[src/rtl/timer_arbiter_pkg.sv]
// Shared types and default sizing for the timer arbiter: FSM state encoding
// and the default requester count / counter width.
package timer_arbiter_pkg;

  typedef enum logic [1:0] {
    IDLE = 2'b00,
    RUN  = 2'b01,
    FIN  = 2'b10
  } state_t;

  localparam int NREQ_DEFAULT = 4;
  localparam int N_DEFAULT    = 8;

endpackage

[src/rtl/timer_arbiter_pick.sv]
// Combinational winner select: round-robin from PTR when TIMER_ARBITER_RR_EN
// is defined, otherwise fixed priority (lowest index wins, PTR ignored).
module timer_arbiter_pick
  import timer_arbiter_pkg::*;
#(
  parameter int nreq = NREQ_DEFAULT,
  parameter int pw   = $clog2(nreq)
) (
  input  logic [nreq-1:0] REQ,
  input  logic [pw-1:0]   PTR,
  output logic [nreq-1:0] WIN
);

  logic found;

`ifdef TIMER_ARBITER_RR_EN
  int idx;

  // NOTE: every variable written in always_comb gets a default first, so no path leaves it unassigned and no latch is inferred.
  always_comb begin
    WIN   = '0;
    found = 1'b0;
    idx   = 0;
    for (int i = 0; i < nreq; i++) begin
      idx = (int'(PTR) + i) % nreq;
      if (!found && REQ[idx]) begin
        WIN[idx] = 1'b1;
        found    = 1'b1;
      end
    end
  end
`else
  logic unused_ptr;
  assign unused_ptr = ^PTR;

  always_comb begin
    WIN   = '0;
    found = 1'b0;
    for (int i = 0; i < nreq; i++) begin
      if (!found && REQ[i]) begin
        WIN[i] = 1'b1;
        found  = 1'b1;
      end
    end
  end
`endif

endmodule

[src/rtl/timer_arbiter.sv]
// Shared loadable down-counter granted to one of nreq requesters at a time.
// Define TIMER_ARBITER_RR_EN for round-robin arbitration; default is fixed priority.
module timer_arbiter
  import timer_arbiter_pkg::*;
#(
  parameter int nreq = NREQ_DEFAULT,
  parameter int n    = N_DEFAULT
) (
  input  logic              CLK,
  input  logic              RST_N,
  input  logic [nreq-1:0]   REQ,
  input  logic [nreq*n-1:0] LOAD,
  output logic [nreq-1:0]   GNT,
  output logic [nreq-1:0]   DONE,
  output logic              BUSY,
  output logic [n-1:0]      COUNT
);

  localparam int PW = $clog2(nreq);

  state_t          state, state_nxt;
  logic [nreq-1:0] win;
  logic [n-1:0]    load_sel;
  logic [PW-1:0]   ptr;
  logic            abort;

  // The granted requester withdrawing mid-count cancels the operation.
  assign abort = (state == RUN) && ((REQ & GNT) == '0);

  timer_arbiter_pick #(.nreq(nreq), .pw(PW)) u_pick (
    .REQ (REQ),
    .PTR (ptr),
    .WIN (win)
  );

  always_comb begin
    load_sel = '0;
    for (int i = 0; i < nreq; i++) begin
      if (win[i]) load_sel = LOAD[i*n +: n];
    end
  end

`ifdef TIMER_ARBITER_RR_EN
  logic [PW-1:0] gnt_idx;

  always_comb begin
    gnt_idx = '0;
    for (int i = 0; i < nreq; i++) begin
      if (GNT[i]) gnt_idx = PW'(i);
    end
  end

  always_ff @(posedge CLK or negedge RST_N) begin
    if (!RST_N) begin
      ptr <= '0;
    end else if (state == FIN || abort) begin
      ptr <= (gnt_idx == PW'(nreq - 1)) ? '0 : gnt_idx + PW'(1);
    end
  end
`else
  assign ptr = '0;
`endif

  // NOTE: sequential state uses non-blocking assignments so every register samples pre-edge values.
  always_ff @(posedge CLK or negedge RST_N) begin
    if (!RST_N) state <= IDLE;
    else        state <= state_nxt;
  end

  always_comb begin
    state_nxt = state;
    case (state)
      IDLE:    if (|REQ) state_nxt = RUN;
      RUN:     if (abort) state_nxt = IDLE;
               else if (COUNT == '0) state_nxt = FIN;
      FIN:     state_nxt = IDLE;
      default: state_nxt = IDLE;
    endcase
  end

  always_comb begin
    BUSY = (state != IDLE);
    DONE = (state == FIN) ? GNT : '0;
  end

  always_ff @(posedge CLK or negedge RST_N) begin
    if (!RST_N) begin
      GNT   <= '0;
      COUNT <= '0;
    end else begin
      case (state)
        IDLE: begin
          // win and load_sel are zero when nothing is requesting.
          GNT   <= win;
          COUNT <= load_sel;
        end
        RUN: begin
          if (abort) begin
            GNT   <= '0;
            COUNT <= '0;
          end else if (COUNT != '0) begin
            COUNT <= COUNT - n'(1);
          end
        end
        default: begin
          GNT   <= '0;
          COUNT <= '0;
        end
      endcase
    end
  end

endmodule

[config.mk]
export PLATFORM = sky130hd
export DESIGN_NAME = timer_arbiter
export DESIGN_NICKNAME = d
export VERILOG_FILES = /design/src/rtl/timer_arbiter_pkg.sv /design/src/rtl/timer_arbiter_pick.sv /design/src/rtl/timer_arbiter.sv
export SDC_FILE = /design/constraint.sdc
export NUM_CORES = 1
export LEC_CHECK = 0
export ABC_AREA = 1
export CORE_MARGIN = 4
export CORE_UTILIZATION = 37
export DETAILED_ROUTE_END_ITERATION = 8
export GPL_TIMING_DRIVEN = 0
export PLACE_DENSITY = 0.75
export SLEW_MARGIN = 20
export SYNTH_ARGS = -nofsm -noshare
export SYNTH_HDL_FRONTEND = slang
export SYNTH_SLANG_ARGS = --single-unit
[constraint.sdc]
create_clock -name CLK -period 1.4 [get_ports CLK]
set_clock_uncertainty 0.1 [all_clocks]
set_input_delay 0.28 -clock CLK [delete_from_list [all_inputs] [get_ports CLK]]
set_output_delay 0.28 -clock CLK [all_outputs]
set_load 0.02 [all_outputs]
==> flow_metrics.py, run 1 <==
metrics = {
    "outcome": {
        "status": "finished with violations",
        "violations": "setup timing",
    },
    "global_routing": {
        "antenna_found_initial": 0,
        "grt-ovfl-total": 0,
        "grt_max_degree": 15,
        "grt_pass1_vias": 1381,
        "grt_pass1_wl_mm": 5.91,
        "track_usage": 0.177,
    },
    "timing": {
        "hold_violations": 0,
        "rsz0062_at_grt": "true",
        "max-slew-margin-rel": 0.576,
        "period_minus_slack_ns": 1.63,
        "fmax_ghz": 0.615,
        "slew_violations": 0,
        "tightest_slew_ns": 0.634,
        "setup_viol_count_final": 10,
        "finalWorstSetupSlack_ns": -0.226,
        "post-route-period-util": 1.16,
    },
    "die": {
        "die_area_um2": 4260,
        "fp.dieH_um": 65.3,
        "start_util": 0.392,
        "core-area_um2": 3100,
        "fp-row-count": 20,
        "io_pins": 55,
        "die_w_um": 65.3,
    },
    "pwr": {
        "ir_drop_v": 0.000427,
        "p_leak_nw": 1.04,
        "power.density_nw_per_um2": 1450,
    },
    "clock_tree": {
        "cts_max_level": 1,
        "clockBufferDepth": 2,
        "cts.clk_slew.worst_paths_ns": 0.09,
        "cts.sinks": 14,
        "clock_latency_ns": 0.28,
        "cts_tree": "built",
        "cts_made_buffers": 3,
        "root_buffer": "clkbuf_4",
    },
    "setup_path": {
        "crit_path_max_incr_delay_ns": 0.38,
        "startpoint_type": "flop",
        "crit_path_end_kind": "primary output",
        "crit_type": "flop to primary output",
        "crit_path_max_fanout": 4,
        "reg2regPathDepth": 7,
        "r2r_end": "COUNT[5]",
        "worstPathRequired_ns": 1.02,
        "cp_slowest_cell": "dfrtp_1",
        "cp_num_buf_inv": 2,
        "worstPathCellList": "inv_2 > or2_4 > nor2_2 > buf_4",
        "r2r_start": "COUNT[0]",
        "critPathTopFamily": "flip-flops",
        "cp.arrival_ns": 1.25,
        "rrSetupSlack_ns": -0.02,
    },
    "run": {
        "maxCapViolCount": 0,
    },
    "yosys": {
        "syn_area_per_cell_um2": 5.98,
        "netlist_area_um2": 1210,
        "ys_seq_area_frac": 0.288,
        "synthCells": 203,
        "ys_ff_latch": 14,
        "syn-num-nets": 242,
        "ys_warn_count": 0,
        "ys_types": 24,
    },
    "drt": {
        "route.vias.total": 1477,
        "postRouteAntennaNets": 0,
        "wl_mm": 3.79,
        "drc": 0,
        "firstDrtPassIters": 4,
        "routedWlPerCell_um": 12.0,
        "drt_iter0_drc": 34,
        "via_per_inst": 4.69,
    },
    "hold_path": {
        "worstHoldPathCells": 4,
        "hold_start": "REQ[1]",
        "worstHoldEndpoint": "GNT[2]",
        "hp-class": "input pin to flop",
    },
    "layout": {
        "diodes": 0,
        "num-nets-final": 311,
        "drive_gt1_frac": 0.258,
        "area_delta_synth_final_pct": 65.9,
        "fill_cells": 302,
        "stdcell_area_um2": 2020,
    },
    "placement": {
        "dp_hpwl_mm": 2.82,
        "io_buffers": 53,
        "place_area_um2": 1820,
        "routabilityCongestion": 0.755,
        "pre_cts_ws_ns": -0.605,
    },
}
[kinds of logic after synthesis]
family          after synthesis  synth area share
simple gates                123             0.455
fa+ha+maj                     1            0.0103
compound gates               17            0.0793
xor+xnor                      1           0.00721
buf+inv                      47             0.160
flops                        14             0.288
[sequential cells by signal, summed over array words and instances, names as in the netlist]
name	cells
COUNT	8
GNT	4
state	2
[worst reg2reg max path, cell delays in order (launching register included)]
cell	delay, ns
dfrtp_2	0.44
inv_4	0.09
ha_4	0.16
nand3_4	0.11
nor2_4	0.16
nand2_4	0.11
nand2_8	0.10
a21oi_2	0.04
[layout make-up]
cell class	count	area [um2]	share of cell area
inverter	41	159	0.0788
multi-input combinational	142	800	0.397
sequential	14	353	0.175
clock buffer	4	26.3	0.0130
buffer	6	48.8	0.0242
tap	44	55.1	0.0273
timing repair buffer	64	574	0.285
[power breakdown]
part	switching (mW)	internal [mW]
registers	0.160	0.557
logic	1.14	0.825
clock network	0.127	0.111
total	1.43	1.49
[synth_stat cells]
cell type / number / share of area
a21boi_0: 3 / 0.019
a21oi_1: 6 / 0.025
buf_2: 2 / 0.0082
buf_4: 2 / 0.012
buf_6: 1 / 0.0093
clkbuf_1: 1 / 0.0031
dfrtp_1: 14 / 0.29
ha_1: 1 / 0.010
inv_1: 39 / 0.12
inv_2: 2 / 0.0062
nand2_1: 70 / 0.22
nand2_2: 2 / 0.010
nand3_1: 23 / 0.095
nand3_2: 1 / 0.0082
nand3b_1: 1 / 0.0062
nand4_1: 8 / 0.041
nor2_1: 13 / 0.040
nor2_2: 2 / 0.010
nor2_4: 1 / 0.0093
nor3_4: 1 / 0.013
o21ai_0: 5 / 0.021
o22ai_1: 3 / 0.015
or2_2: 1 / 0.0052
xor2_1: 1 / 0.0072
[timing repair]
item / in CTS / in global routing
pin swaps: 0 / 12
setup endpoints to repair: 31 / 26
resized for setup: 55 / 47
buffers inserted: 1 / 10
hold buffers: 0 / 0
[worst max path at each step]
stage	start	end	slack [ns]	cells past startpoint
after floorplan	COUNT[0]	COUNT[6]	0.03	7
after global placement	REQ[3]	COUNT[1]	-0.59	8
after detailed placement	REQ[3]	COUNT[1]	-0.61	8
after CTS	state[0]	DONE[0]	-0.20	3
after global routing	state[1]	DONE[1]	-0.27	4
final	state[1]	DONE[0]	-0.23	4
[routing by layer]
layer,global-route usage,vias to the layer above,part of all wire
met2,0.297,49,0.49
met3,0.0325,10,0.061
li1,-,766,-
met5,0,-,0
met1,0.217,652,0.43
met4,0.0829,0,0.025
[metrics by stage]
step | cells | setup TNS, ns | util | hold WS, ns | power [mW]
CTS | 305 | -1.25 | 0.601 | 0.245 | 2.61
finish | 315 | -1.11 | 0.650 | 0.251 | 2.92
floorplan | 203 | 0 | - | -0.116 | 1.76
global placement | 300 | -8.34 | 0.588 | 0.403 | 2.35
global route | 315 | -1.79 | 0.650 | 0.279 | 3.20
detailed placement | 300 | -8.70 | 0.588 | 0.406 | 2.38
[cell usage in the layout, fill, tap and decap left out, types with 6 or more instances in the layout]
master            n
a21oi_2           6
buf_4            17
clkbuf_2          7
clkdlybuf4s50_1  33
dfrtp_1          12
inv_1            35
nand2_1          65
nand3_1          22
nand4_1           8
nor2_2            6
(Power assumes the default switching activity.)
==> run 2: changes to the inputs <==
--- a/config.mk
+++ b/config.mk
@@ -6,11 +6,13 @@
 export NUM_CORES = 1
 export LEC_CHECK = 0
 export ABC_AREA = 1
+export CELL_PAD_IN_SITES_DETAIL_PLACEMENT = 2
+export CELL_PAD_IN_SITES_GLOBAL_PLACEMENT = 2
 export CORE_MARGIN = 4
-export CORE_UTILIZATION = 37
+export CORE_UTILIZATION = 18
 export DETAILED_ROUTE_END_ITERATION = 8
 export GPL_TIMING_DRIVEN = 0
-export PLACE_DENSITY = 0.75
+export PLACE_DENSITY_LB_ADDON = 0.1
 export SLEW_MARGIN = 20
 export SYNTH_ARGS = -nofsm -noshare
 export SYNTH_HDL_FRONTEND = slang
==> run 2 against run 1 <==
Largest cell class unchanged. Worst setup slack improved by 0.030 ns. The run still ends with setup timing left. Largest power group unchanged. Core utilization fell by 28 points. Cell count rose by 14%. Clock-buffer cell count fell by 1.
==> flow_metrics.py, run 2 (synthesis gave the netlist of run 1 again) <==
metrics = {
    "outcome": {
        "status": "finished with violations",
        "violations": "setup timing",
    },
    "drt": {
        "routedWlPerCell_um": 15.3,
        "firstDrtPassIters": 2,
        "wl_mm": 5.49,
        "via_per_inst": 4.39,
        "route.vias.total": 1571,
        "drt_iter0_drc": 35,
        "postRouteAntennaNets": 0,
        "drc": 0,
    },
    "die": {
        "die_w_um": 90.2,
        "fp-row-count": 29,
        "die_area_um2": 8130,
        "io_pins": 55,
        "core-area_um2": 6460,
        "fp.dieH_um": 90.2,
        "start_util": 0.188,
    },
    "setup_path": {
        "cp_slowest_cell": "dfrtp_1",
        "critPathTopFamily": "flip-flops",
        "crit_path_max_fanout": 4,
        "crit_path_max_incr_delay_ns": 0.40,
        "startpoint_type": "flop",
        "r2r_end": "COUNT[0]",
        "crit_path_end_kind": "primary output",
        "worstPathRequired_ns": 1.02,
        "cp.arrival_ns": 1.22,
        "r2r_start": "state[1]",
        "crit_type": "flop to primary output",
        "rrSetupSlack_ns": -0.14,
        "reg2regPathDepth": 10,
        "worstPathCellList": "inv_2 > or2_4 > nor2_2 > buf_6",
        "cp_num_buf_inv": 2,
    },
    "global_routing": {
        "track_usage": 0.128,
        "antenna_found_initial": 0,
        "grt_max_degree": 15,
        "grt_pass1_wl_mm": 8.38,
        "grt_pass1_vias": 1686,
        "grt-ovfl-total": 0,
    },
    "timing": {
        "tightest_slew_ns": 0.719,
        "finalWorstSetupSlack_ns": -0.196,
        "post-route-period-util": 1.14,
        "hold_violations": 0,
        "rsz0062_at_grt": "true",
        "fmax_ghz": 0.627,
        "period_minus_slack_ns": 1.60,
        "slew_violations": 0,
        "max-slew-margin-rel": 0.519,
        "setup_viol_count_final": 18,
    },
    "clock_tree": {
        "cts.clk_slew.worst_paths_ns": 0.06,
        "hold_buffers": 0,
        "cts.sinks": 14,
        "cts_made_buffers": 3,
        "root_buffer": "clkbuf_8",
        "clock_latency_ns": 0.25,
        "clockBufferDepth": 2,
        "cts_max_level": 1,
        "cts_tree": "built",
    },
    "layout": {
        "drive_gt1_frac": 0.391,
        "final_cell_mix": "nand2_1, clkdlybuf4s50_1, inv_1, nand3_1, buf_4",
        "top_register": "COUNT",
        "diodes": 0,
        "utilization": 0.369,
        "layout_commonest_cell": "nand2_1",
        "largestRegisters": "COUNT: 8 flops, GNT: 4 flops, state: 2 flops",
        "area_delta_synth_final_pct": 96.4,
        "num-nets-final": 322,
        "largest_reg_flops": 8,
        "fill_cells": 760,
    },
    "pwr": {
        "total_power_mw": 3.82,
        "p_leak_nw": 1.16,
        "power.density_nw_per_um2": 1600,
        "ir_drop_v": 0.000413,
    },
    "hold_path": {
        "worstHoldPathCells": 3,
        "hp-class": "input pin to flop",
        "worstHoldEndpoint": "GNT[1]",
        "hold_start": "REQ[1]",
    },
    "placement": {
        "dp_hpwl_mm": 3.94,
        "io_buffers": 53,
        "routabilityCongestion": 0.771,
    },
    "run": {
        "maxCapViolCount": 0,
    },
}
## run 2: cell types whose count changed in the layout (fill, tap and decap cells not counted), moves of 3 or more
cell | previous run | this run
o22ai_2 | 0 | 3
o22ai_1 | 3 | 0
dlygate4sd2_1 | 3 | 6
nand2_2 | 5 | 14
nand3_1 | 22 | 16
nand2_1 | 65 | 51
clkbuf_8 | 0 | 4
nand2_4 | 1 | 6
inv_2 | 4 | 8
clkbuf_4 | 3 | 0
nand3_2 | 0 | 4
buf_6 | 4 | 13
inv_1 | 35 | 30
## run 2: worst max path at each step
| stage | from | to | slack [ns] | cells after the start |
|---|---|---|---|---|
| final | state[1] | DONE[2] | -0.20 | 4 |
| after global routing | state[1] | DONE[2] | -0.25 | 4 |
| after CTS | state[1] | DONE[2] | -0.18 | 4 |
| after detailed placement | REQ[0] | COUNT[2] | -0.71 | 7 |
| after global placement | REQ[0] | COUNT[2] | -0.72 | 7 |
| after floorplan | COUNT[0] | COUNT[6] | 0.03 | 7 |
## run 2: layout make-up
type	count	area (um2)	area share
inverter	41	166	0.0697
clock buffer	3	41.3	0.0173
multi-input combinational	142	931	0.390
sequential	14	353	0.148
timing repair buffer	75	732	0.307
buffer	6	66.3	0.0278
tap	77	96.3	0.0404
## run 2: through the flow
step	setup TNS (ns)	hold WS [ns]	std cells	instance area (um2)	setup slack, ns
floorplan	0	-0.116	203	1240	0.0315
global placement	-9.86	0.398	333	1860	-0.718
detailed placement	-9.92	0.414	333	1860	-0.708
CTS	-0.781	0.292	349	2110	-0.184
global route	-2.84	0.319	358	2390	-0.246
finish	-1.84	0.301	358	2390	-0.196
## run 2: tightest hold or removal path, stage by stage
cell     delay (ns)
buf_6          0.12
nand2_2        0.12
o22ai_2        0.08
## run 2: what timing repair did
| item | CTS | global route |
|---|---|---|
| buffers inserted | 13 | 9 |
| pin swaps | 7 | 22 |
| cloned | 0 | 1 |
| endpoints found under the setup margin | 31 | 23 |
| resized for setup | 82 | 73 |
## run 2: where the power goes
part | internal [mW] | switching (mW)
logic | 1.24 | 1.50
clock network | 0.191 | 0.159
registers | 0.558 | 0.174
## run 2: layer usage
layer | routed length [um] | GRT usage | vias up
li1 | - | - | 785
met1 | 2290 | 0.151 | 741
met2 | 2870 | 0.235 | 37
met3 | 224 | 0.0275 | 8
met4 | 107 | 0.0319 | 0
met5 | 0 | 0 | -
==> run 3: changes to the inputs <==
--- a/config.mk
+++ b/config.mk
@@ -5,11 +5,10 @@
 export SDC_FILE = /design/constraint.sdc
 export NUM_CORES = 1
 export LEC_CHECK = 0
-export ABC_AREA = 1
 export CELL_PAD_IN_SITES_DETAIL_PLACEMENT = 2
 export CELL_PAD_IN_SITES_GLOBAL_PLACEMENT = 2
 export CORE_MARGIN = 4
-export CORE_UTILIZATION = 18
+export CORE_UTILIZATION = 19
 export DETAILED_ROUTE_END_ITERATION = 8
 export GPL_TIMING_DRIVEN = 0
 export PLACE_DENSITY_LB_ADDON = 0.1
==> run 3 against run 2 <==
The run still ends with setup timing left. Via count shrank 19%. Synthesized area down 16%. Worst setup slack worse by 0.29 ns. Worst hold slack better by 0.063 ns.
==> flow_metrics.py, run 3 <==
metrics = {
    "clock_tree": {
        "clock_latency_ns": 0.24,
        "hold_buffers": 0,
        "clockBufferDepth": 2,
        "cts.sinks": 14,
        "cts.clk_slew.worst_paths_ns": 0.06,
        "root_buffer": "clkbuf_8",
        "cts_made_buffers": 3,
        "cts_max_level": 1,
        "cts_tree": "built",
    },
    "setup_path": {
        "cp-endpoint": "COUNT[2]",
        "crit_start": "COUNT[5]",
        "reg2regPathDepth": 5,
        "crit_path_end_kind": "flop",
        "r2r_end": "COUNT[2]",
        "cp.arrival_ns": 1.91,
        "crit_path_max_fanout": 6,
        "crit_type": "flop to flop",
        "startpoint_type": "flop",
        "rrSetupSlack_ns": -0.49,
        "r2r_start": "COUNT[5]",
        "worstPathRequired_ns": 1.42,
    },
    "drt": {
        "wl_mm": 4.94,
        "drt_iter0_drc": 47,
        "via_per_inst": 4.77,
        "routedWlPerCell_um": 18.6,
        "drc": 0,
        "route.vias.total": 1270,
        "postRouteAntennaNets": 0,
        "firstDrtPassIters": 4,
    },
    "yosys": {
        "yosysTopAreaCell": "dfrtp_1",
        "synth_flop_cell": "dfrtp_1",
        "ys_ff_latch": 14,
        "ys_warn_count": 0,
        "synth_area_leaders": "dfrtp_1, o21ai_0, a21oi_1, and2_1, nand3b_1",
        "synth_common_cells": "dfrtp_1, o21ai_0, a21oi_1, nand2_1, and2_1",
        "netlist_area_um2": 1030,
        "syn_area_per_cell_um2": 8.62,
        "yosysMostFrequentCell": "dfrtp_1",
        "synthArstFlopShare": 1.00,
        "syn-num-nets": 158,
        "yosys.area.top_type_share": 0.341,
        "ys_types": 40,
        "ys_seq_area_frac": 0.341,
        "synth_edf_count": 0,
        "synthCells": 119,
    },
    "layout": {
        "num-nets-final": 237,
        "fin_cells": 266,
        "layout_commonest_cell": "clkdlybuf4s50_1",
        "area_delta_synth_final_pct": 92.1,
        "largestRegisters": "COUNT: 8 flops, GNT: 4 flops, state: 2 flops",
        "fill_cells": 555,
        "final_cell_mix": "clkdlybuf4s50_1, buf_4, buf_6, o21ai_0",
        "diodes": 0,
        "top_register": "COUNT",
        "drive_gt1_frac": 0.393,
        "stdcell_area_um2": 1970,
        "largest_reg_flops": 8,
        "utilization": 0.381,
    },
    "global_routing": {
        "grt_max_degree": 15,
        "grt_pass1_vias": 1553,
        "grt_pass1_wl_mm": 8.29,
        "grt-ovfl-total": 0,
        "antenna_found_initial": 0,
        "track_usage": 0.163,
    },
    "placement": {
        "place_area_um2": 1660,
        "dp.cells": 242,
        "io_buffers": 53,
        "dp_hpwl_mm": 3.61,
        "routabilityCongestion": 0.724,
    },
    "timing": {
        "setup_viol_count_final": 19,
        "tightest_slew_ns": 0.722,
        "finalWorstSetupSlack_ns": -0.487,
        "slew_violations": 0,
        "post-route-period-util": 1.35,
        "hold_violations": 0,
        "rsz0062_at_grt": "true",
        "max-slew-margin-rel": 0.517,
        "fmax_ghz": 0.530,
        "period_minus_slack_ns": 1.89,
    },
    "die": {
        "fp.dieH_um": 81.5,
        "start_util": 0.198,
        "die_w_um": 81.5,
        "core-area_um2": 5170,
        "die_area_um2": 6640,
        "io_pins": 55,
        "fp-row-count": 26,
    },
    "hold_path": {
        "hp-class": "input pin to async pin",
    },
    "pwr": {
        "clock_power_share": 0.117,
        "p_leak_nw": 0.814,
        "ir_drop_v": 0.000379,
        "netSwitchingPower_mw": 1.25,
        "seq_power_share": 0.252,
        "power.density_nw_per_um2": 1500,
        "switching_share": 0.423,
        "power_frac_comb": 0.631,
        "total_power_mw": 2.95,
        "p_int_mw": 1.70,
    },
    "run": {
        "maxCapViolCount": 0,
    },
    "outcome": {
        "status": "finished with violations",
        "violations": "setup timing",
    },
}
==> run 3: cells by family (layout without fill, tap and decap cells) <==
group	after synthesis	count (layout)	synth area share
AO/OA/AOI/OAI	44	44	0.287
XOR/XNOR	4	4	0.0342
adder cells (fa/ha/maj)	1	1	0.0122
buffers and inverters	12	89	0.0463
flip-flops	14	14	0.341
multiplexers	1	1	0.00976
AND/OR/NAND/NOR	43	43	0.270
==> run 3: worst min path at each step <==
stage	cells past startpoint	to	slack, ns	start
floorplan	0	COUNT[0]	-0.12	RST_N
global placement	1	GNT[2]	0.43	GNT[2]
detailed placement	1	GNT[2]	0.44	GNT[2]
CTS	1	GNT[0]	0.40	RST_N
global route	1	GNT[0]	0.42	RST_N
finish	1	GNT[0]	0.36	RST_N
==> run 3: power groups by stage <==
stage | registers (mW) | clock network, mW | logic [mW]
after floorplan | 0.867 | 0 | 0.680
after global placement | 0.746 | 0 | 1.41
after detailed placement | 0.758 | 0 | 1.44
after CTS | 0.738 | 0.357 | 1.72
after global routing | 0.774 | 0.378 | 2.05
final | 0.743 | 0.346 | 1.86
==> run 3: cell type report <==
class | instances | area [um2] | area share
buffer | 7 | 55.1 | 0.0279
sequential | 14 | 360 | 0.183
clock buffer | 3 | 41.3 | 0.0210
tap | 70 | 87.6 | 0.0444
multi-input combinational | 93 | 732 | 0.371
timing repair buffer | 74 | 674 | 0.342
inverter | 5 | 20.0 | 0.0102
==> run 3: metrics by stage <==
stage / setup TNS (ns) / setup slack [ns] / hold WS (ns)
4_1_cts: -5.95 / -0.501 / 0.396
6_report: -5.43 / -0.487 / 0.363
2_1_floorplan: -4.37 / -0.506 / -0.116
3_5_place_dp: -16.51 / -1.20 / 0.442
3_3_place_gp: -15.33 / -1.15 / 0.429
5_1_grt: -6.62 / -0.574 / 0.418
==> run 3: repair_timing <==
| item | CTS | global route |
|---|---|---|
| gates resized for setup | 94 | 24 |
| cloned | 1 | 0 |
| setup endpoints to repair | 31 | 26 |
| pin swaps | 9 | 11 |
| buffers inserted | 12 | 9 |
==> run 3: critical path, cell delays in order (launching register included) <==
cell     delay (ns)
dfrtp_2        0.40
or4_4          0.56
nor4b_4        0.25
buf_4          0.18
a31o_4         0.22
a21oi_2        0.04
==> run 3: per-layer routing <==
metal | part of all wire | global-route usage
met5 | 0 | 0
met4 | 0.0059 | 0.0355
met3 | 0.052 | 0.0329
met2 | 0.53 | 0.308
met1 | 0.41 | 0.188
